<file path="src/rtl/div_unit_if.sv">
// Request/response bundle between an issuing stage and the iterative divider.
// The master drives the operation request; the slave (div_unit) returns the register write.
interface div_unit_if #(
  parameter int XLEN = 32
);
  logic            start;
  logic [1:0]      op;
  logic [XLEN-1:0] rs1_val;
  logic [XLEN-1:0] rs2_val;
  logic [4:0]      rd_addr;
  logic            busy;
  logic            done;
  logic            reg_write;
  logic [4:0]      wr_addr;
  logic [XLEN-1:0] wr_data;

  modport master (
    output start, op, rs1_val, rs2_val, rd_addr,
    input  busy, done, reg_write, wr_addr, wr_data
  );

  modport slave (
    input  start, op, rs1_val, rs2_val, rd_addr,
    output busy, done, reg_write, wr_addr, wr_data
  );
endinterface

</file>
<file path="src/rtl/div_unit.sv">
// Iterative RV32M DIV/DIVU/REM/REMU unit: restoring division, one quotient bit per cycle,
// writing its result straight into the register file write port.
module div_unit #(
  parameter int XLEN = 32
) (
  input  logic      clk,
  input  logic      rst,
  div_unit_if.slave bus
);
  localparam int CW = $clog2(XLEN);

  typedef enum logic [1:0] {IDLE, CALC, FIX, DONE} state_t;

  state_t          state_q, state_d;
  logic [1:0]      op_q, op_d;
  logic [4:0]      rd_q, rd_d;
  logic [XLEN-1:0] dvd_q, dvd_d;
  logic [XLEN-1:0] dvs_q, dvs_d;
  logic [XLEN-1:0] rem_q, rem_d;
  logic [CW-1:0]   cnt_q, cnt_d;
  logic            q_neg_q, q_neg_d;
  logic            r_neg_q, r_neg_d;
  logic            div_zero_q, div_zero_d;
  logic            ovf_q, ovf_d;
  logic [4:0]      wr_addr_q, wr_addr_d;
  logic [XLEN-1:0] wr_data_q, wr_data_d;

  logic            is_signed;
  logic            zero_in;
  logic            ovf_in;
  logic [XLEN:0]   shifted;
  logic [XLEN:0]   diff;
  logic [XLEN-1:0] q_res;
  logic [XLEN-1:0] r_res;

  always_comb begin
    state_d    = state_q;
    op_d       = op_q;
    rd_d       = rd_q;
    dvd_d      = dvd_q;
    dvs_d      = dvs_q;
    rem_d      = rem_q;
    cnt_d      = cnt_q;
    q_neg_d    = q_neg_q;
    r_neg_d    = r_neg_q;
    div_zero_d = div_zero_q;
    ovf_d      = ovf_q;
    wr_addr_d  = wr_addr_q;
    wr_data_d  = wr_data_q;

    is_signed = ~bus.op[0];
    zero_in   = (bus.rs2_val == '0);
    ovf_in    = is_signed && (bus.rs1_val == {1'b1, {(XLEN-1){1'b0}}}) && (bus.rs2_val == '1);

    // The partial remainder gains one bit before the compare, so the subtract is XLEN+1 wide.
    shifted = {rem_q, dvd_q[XLEN-1]};
    diff    = shifted - {1'b0, dvs_q};

    q_res = '0;
    r_res = '0;
    if (div_zero_q) begin
      q_res = '1;
      r_res = dvd_q;
    end else if (ovf_q) begin
      q_res = {1'b1, {(XLEN-1){1'b0}}};
      r_res = '0;
    end else begin
      q_res = q_neg_q ? -dvd_q : dvd_q;
      r_res = r_neg_q ? -rem_q : rem_q;
    end

    case (state_q)
      IDLE: begin
        if (bus.start) begin
          op_d       = bus.op;
          rd_d       = bus.rd_addr;
          cnt_d      = '0;
          rem_d      = '0;
          div_zero_d = zero_in;
          ovf_d      = ovf_in;
          q_neg_d    = is_signed && (bus.rs1_val[XLEN-1] ^ bus.rs2_val[XLEN-1]);
          r_neg_d    = is_signed && bus.rs1_val[XLEN-1];
          dvd_d      = (is_signed && bus.rs1_val[XLEN-1]) ? -bus.rs1_val : bus.rs1_val;
          dvs_d      = (is_signed && bus.rs2_val[XLEN-1]) ? -bus.rs2_val : bus.rs2_val;
          // Divide-by-zero returns the untouched dividend as its remainder.
          if (zero_in) begin
            dvd_d = bus.rs1_val;
          end
          state_d = (zero_in || ovf_in) ? FIX : CALC;
        end
      end
      CALC: begin
        if (!diff[XLEN]) begin
          rem_d = diff[XLEN-1:0];
          dvd_d = {dvd_q[XLEN-2:0], 1'b1};
        end else begin
          rem_d = shifted[XLEN-1:0];
          dvd_d = {dvd_q[XLEN-2:0], 1'b0};
        end
        cnt_d = cnt_q + 1'b1;
        if (cnt_q == CW'(XLEN-1)) begin
          state_d = FIX;
        end
      end
      FIX: begin
        wr_addr_d = rd_q;
        wr_data_d = op_q[1] ? r_res : q_res;
        state_d   = DONE;
      end
      DONE: begin
        state_d = IDLE;
      end
      default: state_d = IDLE;
    endcase
  end

  always_ff @(posedge clk) begin
    if (rst) begin
      state_q    <= IDLE;
      op_q       <= '0;
      rd_q       <= '0;
      dvd_q      <= '0;
      dvs_q      <= '0;
      rem_q      <= '0;
      cnt_q      <= '0;
      q_neg_q    <= 1'b0;
      r_neg_q    <= 1'b0;
      div_zero_q <= 1'b0;
      ovf_q      <= 1'b0;
      wr_addr_q  <= '0;
      wr_data_q  <= '0;
    end else begin
      state_q    <= state_d;
      op_q       <= op_d;
      rd_q       <= rd_d;
      dvd_q      <= dvd_d;
      dvs_q      <= dvs_d;
      rem_q      <= rem_d;
      cnt_q      <= cnt_d;
      q_neg_q    <= q_neg_d;
      r_neg_q    <= r_neg_d;
      div_zero_q <= div_zero_d;
      ovf_q      <= ovf_d;
      wr_addr_q  <= wr_addr_d;
      wr_data_q  <= wr_data_d;
    end
  end

  assign bus.busy      = (state_q != IDLE);
  assign bus.done      = (state_q == DONE);
  assign bus.reg_write = (state_q == DONE) && (wr_addr_q != 5'd0);
  assign bus.wr_addr   = wr_addr_q;
  assign bus.wr_data   = wr_data_q;
endmodule

</file>
<file path="src/flat_wrapper.sv">
// flat-port wrapper written by rule: the top's interface ports become plain ports
module div_unit_flat 
#(
  parameter int XLEN = 32
)
  (clk, rst, bus_start, bus_op, bus_rs1_val, bus_rs2_val, bus_rd_addr, bus_busy, bus_done, bus_reg_write, bus_wr_addr, bus_wr_data);
  div_unit_if #(.XLEN(XLEN)) bus_i ();
  input  logic clk;
  input  logic rst;
  input wire logic [$bits(bus_i.start)-1:0] bus_start;
  input wire logic [$bits(bus_i.op)-1:0] bus_op;
  input wire logic [$bits(bus_i.rs1_val)-1:0] bus_rs1_val;
  input wire logic [$bits(bus_i.rs2_val)-1:0] bus_rs2_val;
  input wire logic [$bits(bus_i.rd_addr)-1:0] bus_rd_addr;
  output wire logic [$bits(bus_i.busy)-1:0] bus_busy;
  output wire logic [$bits(bus_i.done)-1:0] bus_done;
  output wire logic [$bits(bus_i.reg_write)-1:0] bus_reg_write;
  output wire logic [$bits(bus_i.wr_addr)-1:0] bus_wr_addr;
  output wire logic [$bits(bus_i.wr_data)-1:0] bus_wr_data;
  assign bus_i.start = bus_start;
  assign bus_i.op = bus_op;
  assign bus_i.rs1_val = bus_rs1_val;
  assign bus_i.rs2_val = bus_rs2_val;
  assign bus_i.rd_addr = bus_rd_addr;
  assign bus_busy = bus_i.busy;
  assign bus_done = bus_i.done;
  assign bus_reg_write = bus_i.reg_write;
  assign bus_wr_addr = bus_i.wr_addr;
  assign bus_wr_data = bus_i.wr_data;
  div_unit #(.XLEN(XLEN)) u_core (.clk(clk), .rst(rst), .bus(bus_i));
endmodule
</file>
<file path="config.mk">
export PLATFORM = sky130hd
export DESIGN_NAME = div_unit_flat
export DESIGN_NICKNAME = d
export VERILOG_FILES = /design/src/rtl/div_unit_if.sv /design/src/rtl/div_unit.sv /design/src/flat_wrapper.sv
export SDC_FILE = /design/constraint.sdc
export NUM_CORES = 1
export LEC_CHECK = 0
export ABC_CLOCK_PERIOD_IN_PS = 8800
export BUFFER_PORTS_ARGS = -buffer_cell sky130_fd_sc_hd__buf_2
export CORE_MARGIN = 10
export CORE_UTILIZATION = 59
export DETAILED_ROUTE_END_ITERATION = 16
export GPL_ROUTABILITY_DRIVEN = 0
export PLACE_DENSITY = 0.8
export SLEW_MARGIN = 10
export SYNTH_ARGS = -nofsm -noshare
export SYNTH_HDL_FRONTEND = slang
export SYNTH_SLANG_ARGS = --single-unit
</file>
<file path="constraint.sdc">
create_clock -name clk -period 8.8 [get_ports clk]
set_clock_uncertainty 0.05 [all_clocks]
set_input_delay 1.76 -clock clk [delete_from_list [all_inputs] [get_ports clk]]
set_output_delay 1.76 -clock clk [all_outputs]
set_load 0.1 [all_outputs]
</file>
# After elaboration in Yosys (flattened, before gate mapping)
# Cells that the tools add are included.
# word_totals
in_bits,74
ff_bits,151
# op_classes
bitwise,2
n_reduce_logical,15
mux,22
n_addsub,6
n_eq_ne,8
# op_table
operator,n
$mux W32,13
$neg A32 Y32,4
$pmux W32 S2,2
$eq A32 B32 Y1 const B,2
$sub A33 B32 Y33,1
$logic_not A32 Y1,1
$pmux W5 S2,1
$pmux W2 S4,1
$logic_and A1 B1 Y1,6
$mux W2,3
$reduce_and A2 Y1,3
$add A5 B1 Y5 const B,1
$eq A5 B5 Y1 const B,1
$mux W5,1
$reduce_bool A5 Y1,1
$eq A2 B2 Y1 const B,2
$reduce_bool A2 Y1,2
$eq A2 B1 Y1 const B,1
$logic_not A2 Y1,1
$ne A2 B1 Y1 const B,1
$ne A2 B2 Y1 const B,1
$logic_or A1 B1 Y1,1
$mux W1,1
$not A1 Y1,1
$xor A1 B1 Y1,1

# Longest topological paths before layout
# depth
ltp_word,7
depth_mapped,13

# Worst setup path after synthesis
# OpenSTA, ideal clock, no wires.
# synth_path
path_type,input port to flip-flop
from,input port bus_rs2_val[0]
to,register u_core.dvd_q[17]
slack_ns,4.637
setup_time_ns,0.132
t_arrival_ns,3.981
path_stages,12
path_cell_list,inv_1 ha_1 or3b_2 nor4_1 and4_1 a21oi_1 clkbuf_1 o41ai_1 xor2_1 nand2_1 o211ai_1 a21oi_1
# synth_via
elab_chain_len,4
# synth_rtl
element,line,source
from (decl),flat_wrapper.sv:13,input wire logic [$bits(bus_i.rs2_val)-1:0] bus_rs2_val;
$logic_not A32 Y1,div_unit.sv:52,zero_in = (bus.rs2_val == '0);
$mux W32,div_unit.sv:86,if (zero_in) begin
$mux W32,div_unit.sv:74,if (bus.start) begin
$pmux W32 S2,div_unit.sv:72,case (state_q)
to (signal assigned),div_unit.sv:136,dvd_q <= dvd_d;
to (decl),div_unit.sv:17,"logic [XLEN-1:0] dvd_q, dvd_d;"
# No other way between the ends. The select of a mux whose other input is x is not followed.
# A chain may end at the register's enable or synchronous reset.

# Worst setup path after layout
# layout_path
from,register u_core.dvd_q[31]
to,register u_core.dvd_q[0]
# layout_via
elab_chain_len,3
# layout_rtl
element,line,source
$sub A33 B32 Y33,div_unit.sv:57,"diff = shifted - {1'b0, dvs_q};"
$mux W1,div_unit.sv:93,if (!diff[XLEN]) begin
$pmux W32 S2,div_unit.sv:72,
# No other way between the ends.

==> reports/results.txt <==
Mean Syn Cell Area = 7.43 um2
Max VDD drop = 0.237 mV
Final Hold Vio Count = 0
Req. time, crit path = 9080 ps
ANT cells = 0
core area = 18600 um2
compound-gate portion of the synthesized area = 28.5%
fmax = 221 MHz
first drt pass iteration count = 7
register area share after synthesis = 27.0%
main combinational cell family by area after synthesis = compound AO/OA/AOI/OAI gates
combinational fraction of design power = 50.4%
Synth Cell Area = 11100 um2
worst hold slack = 405 ps
EDFF count, synth = 0
Inst Count DP = 1757
Die Height = 157 um
via count = 11800
# nets final = 1660
internal power = 1790 uW
overall power = 3530 uW
GRT overflow = 0
worst min path class = register to register
Simple-Gate Fraction of Synth Area = 23.0%
CTS max path bufs = 2
port bufs = 113
non-filler cells, final = 1787
GRT Resource Usage Total = 28.0%
first-pass GRT wire length = 56.4 mm
outcome = finished clean
RSZ-0062 raised after global routing = no
postcts setup bufs = 0
# IOs = 114
H-tree depth = 4
Row Count = 50
Reg power frac = 29.1%
Final setup viols = 0
CTS Hold Buffers Added = 0
Min Clock Period, post-route = 4530 ps
post-synthesis xor/xnor area fraction = 9.54%
Netlist cell types = 73
clock slew at reported path FFs = 60 ps
worst path arrival time = 4810 ps
drt total wl = 35.2 mm
Slew @ Worst Pin = 1160 ps
Yosys reg bits = 150
Max FO, Critical Path = 24
CP Capture Type = register
area delta synth->final = 10.3%
clock power share = 20.5%
largest net degree at the start of global routing = 86
post_cts resized = 0
area post-placement = 11700 um2
MaxCap Viol Count = 0
TritonCTS Buffers = 17
1st-iter DRT viols = 1474
die width = 157 um
Finished Cell Area = 12300 um2
Routed Antenna Nets = 0
Switching Fraction = 49.2%
CTS Sinks = 150
cell count after synthesis = 1496
die area = 24700 um2
Max Slew Vio Count = 0
antenna violations before repair = 0
Synth async-reset ratio = 0%
DP Wirelength = 25.3 mm
vias per inst = 6.58
Leak = 0.00474 uW
drt wl/cell = 19.7 um
later-pin clock latency in the skew report = 440 ps
worst setup path category = register to register
Top FF cell, synth = dfxtp_1
layout cell share with drive strength beyond 1 = 12.0%
CTS tree = yes
final worst path period share = 51.4%
Synth Net Count = 1614
Rel. slew slack = 23.0%
total negative slack = 0 ps
Post-Synth Adder-Cell Area = 5.02%
P per Cell Area = 288 nW/um2
Root Driver = clkbuf_16
# DRC = 0
net switching power = 1740 uW
mux contribution to synthesized area = 1.54%
Initial Util = 59.6%
vias in the first global route = 10900
Worst setup SP type = register
Yosys Warn Count = 0
[state kept, by name (all words and copies together), names as in the netlist, 2 cells and up]
signal,flops
u_core.dvd_q,32
u_core.cnt_q,5
u_core.state_q,2
u_core.dvs_q,32
u_core.rem_q,32
u_core.rd_q,5
u_core.bus.wr_addr,5
u_core.bus.wr_data,32
[worst max-delay path, stage by stage (launching register included)]
cell and delay [ps]:
dfxtp_1 380, inv_1 110, ha_1 230, fa_1 400, nor2b_1 200, o31a_1 200
o31a_1 300, a21bo_2 230, a21oi_2 80, o21ai_1 460, a21o_1 810, nand2_1 530
a2111oi_2 460
[through the flow]
step / utilization (%) / worst slack, ps
floorplan: - / 4640
global placement: 62.7 / 4290
detailed placement: 62.7 / 4140
CTS: 65.8 / 4460
global route: 65.8 / 4110
finish: 65.8 / 4270
[layout make-up]
| cell class | count | area [um2] |
|---|---|---|
| inverters | 57 | 214 |
| multi-input cells | 1190 | 7520 |
| repair buffers | 126 | 666 |
| clock buffers | 21 | 460 |
| fillers | 1652 | 6380 |
| well taps | 234 | 293 |
| flip-flops and latches | 150 | 3000 |
| clock inverters | 9 | 104 |
[path summary, 6_finish.rpt]
check	start	end	slack, ps	cells after the start
worst max-delay path	u_core.dvd_q[31]	u_core.dvd_q[0]	4270	12
worst min-delay path	u_core.rd_q[4]	u_core.rd_q[4]	410	2
worst max register to register	u_core.dvd_q[31]	u_core.dvd_q[0]	4270	12
worst min register to register	u_core.rd_q[4]	u_core.rd_q[4]	410	2
[power by group through the flow]
| stage | registers (uW) | clock network (uW) | logic [uW] |
|---|---|---|---|
| 3_5_place_dp | 1020 | 0 | 1740 |
| 6_report | 1020 | 724 | 1780 |
| 3_3_place_gp | 1020 | 0 | 1710 |
| 5_1_grt | 1040 | 757 | 1930 |
| 4_1_cts | 1010 | 726 | 1760 |
| 2_1_floorplan | 1300 | 0 | 1060 |
[synthesized netlist by cell type, types with 9 or more instances]
cell type | instances | area, um2
dfxtp_1 | 150 | 3000
o21ai_0 | 94 | 470
o221ai_1 | 9 | 78.8
clkbuf_1 | 78 | 293
nor2_1 | 138 | 518
buf_1 | 9 | 33.8
xor2_1 | 72 | 631
nor4_1 | 11 | 68.8
nand2_1 | 170 | 638
mux2i_1 | 16 | 160
xnor2_1 | 49 | 429
nand4_1 | 32 | 200
and3_1 | 10 | 62.6
a211oi_1 | 45 | 338
buf_2 | 12 | 60.1
a311oi_1 | 13 | 114
a21o_1 | 20 | 150
or3_1 | 24 | 150
ha_1 | 43 | 538
o21a_1 | 11 | 82.6
o22ai_1 | 18 | 113
nand3_1 | 32 | 160
o31ai_1 | 37 | 278
inv_1 | 57 | 214
nor3_1 | 40 | 200
or4_1 | 13 | 97.6
a22oi_1 | 12 | 90.1
a21oi_1 | 108 | 541
nand2b_1 | 21 | 131
o211ai_1 | 41 | 308
o41ai_1 | 13 | 114
[kinds of logic (layout without fill, tap and decap cells)]
| logic type | after synthesis | count (layout) |
|---|---|---|
| AND/OR/NAND/NOR | 533 | 533 |
| AO/OA/AOI/OAI | 475 | 475 |
| buffers and inverters | 156 | 213 |
| flip-flops | 150 | 150 |
| XOR/XNOR | 121 | 121 |
| adder cells (fa/ha/maj) | 44 | 44 |
| multiplexers | 17 | 17 |
[cells in the final DEF (no fill, tap or decap), types with 16 or more instances in the layout]
cell	instances
nand2_1	170
dfxtp_1	150
nor2_1	137
buf_2	112
a21oi_1	107
o21ai_0	93
xor2_1	72
inv_1	57
xnor2_1	49
a211oi_1	45
ha_1	42
o211ai_1	41
nor3_1	40
o31ai_1	37
nand3_1	32
nand4_1	32
or3_1	24
nand2b_1	21
a21o_1	20
o22ai_1	18
clkbuf_16	17
mux2i_1	16
[per-layer routing]
layer  share of wire (%)  global-route usage (%)
met5                   0                       0
met4                 2.9                    9.35
met3                  12                    6.93
met2                  44                    42.2
met1                  42                    38.1
Power figures use the tool's default switching activity.
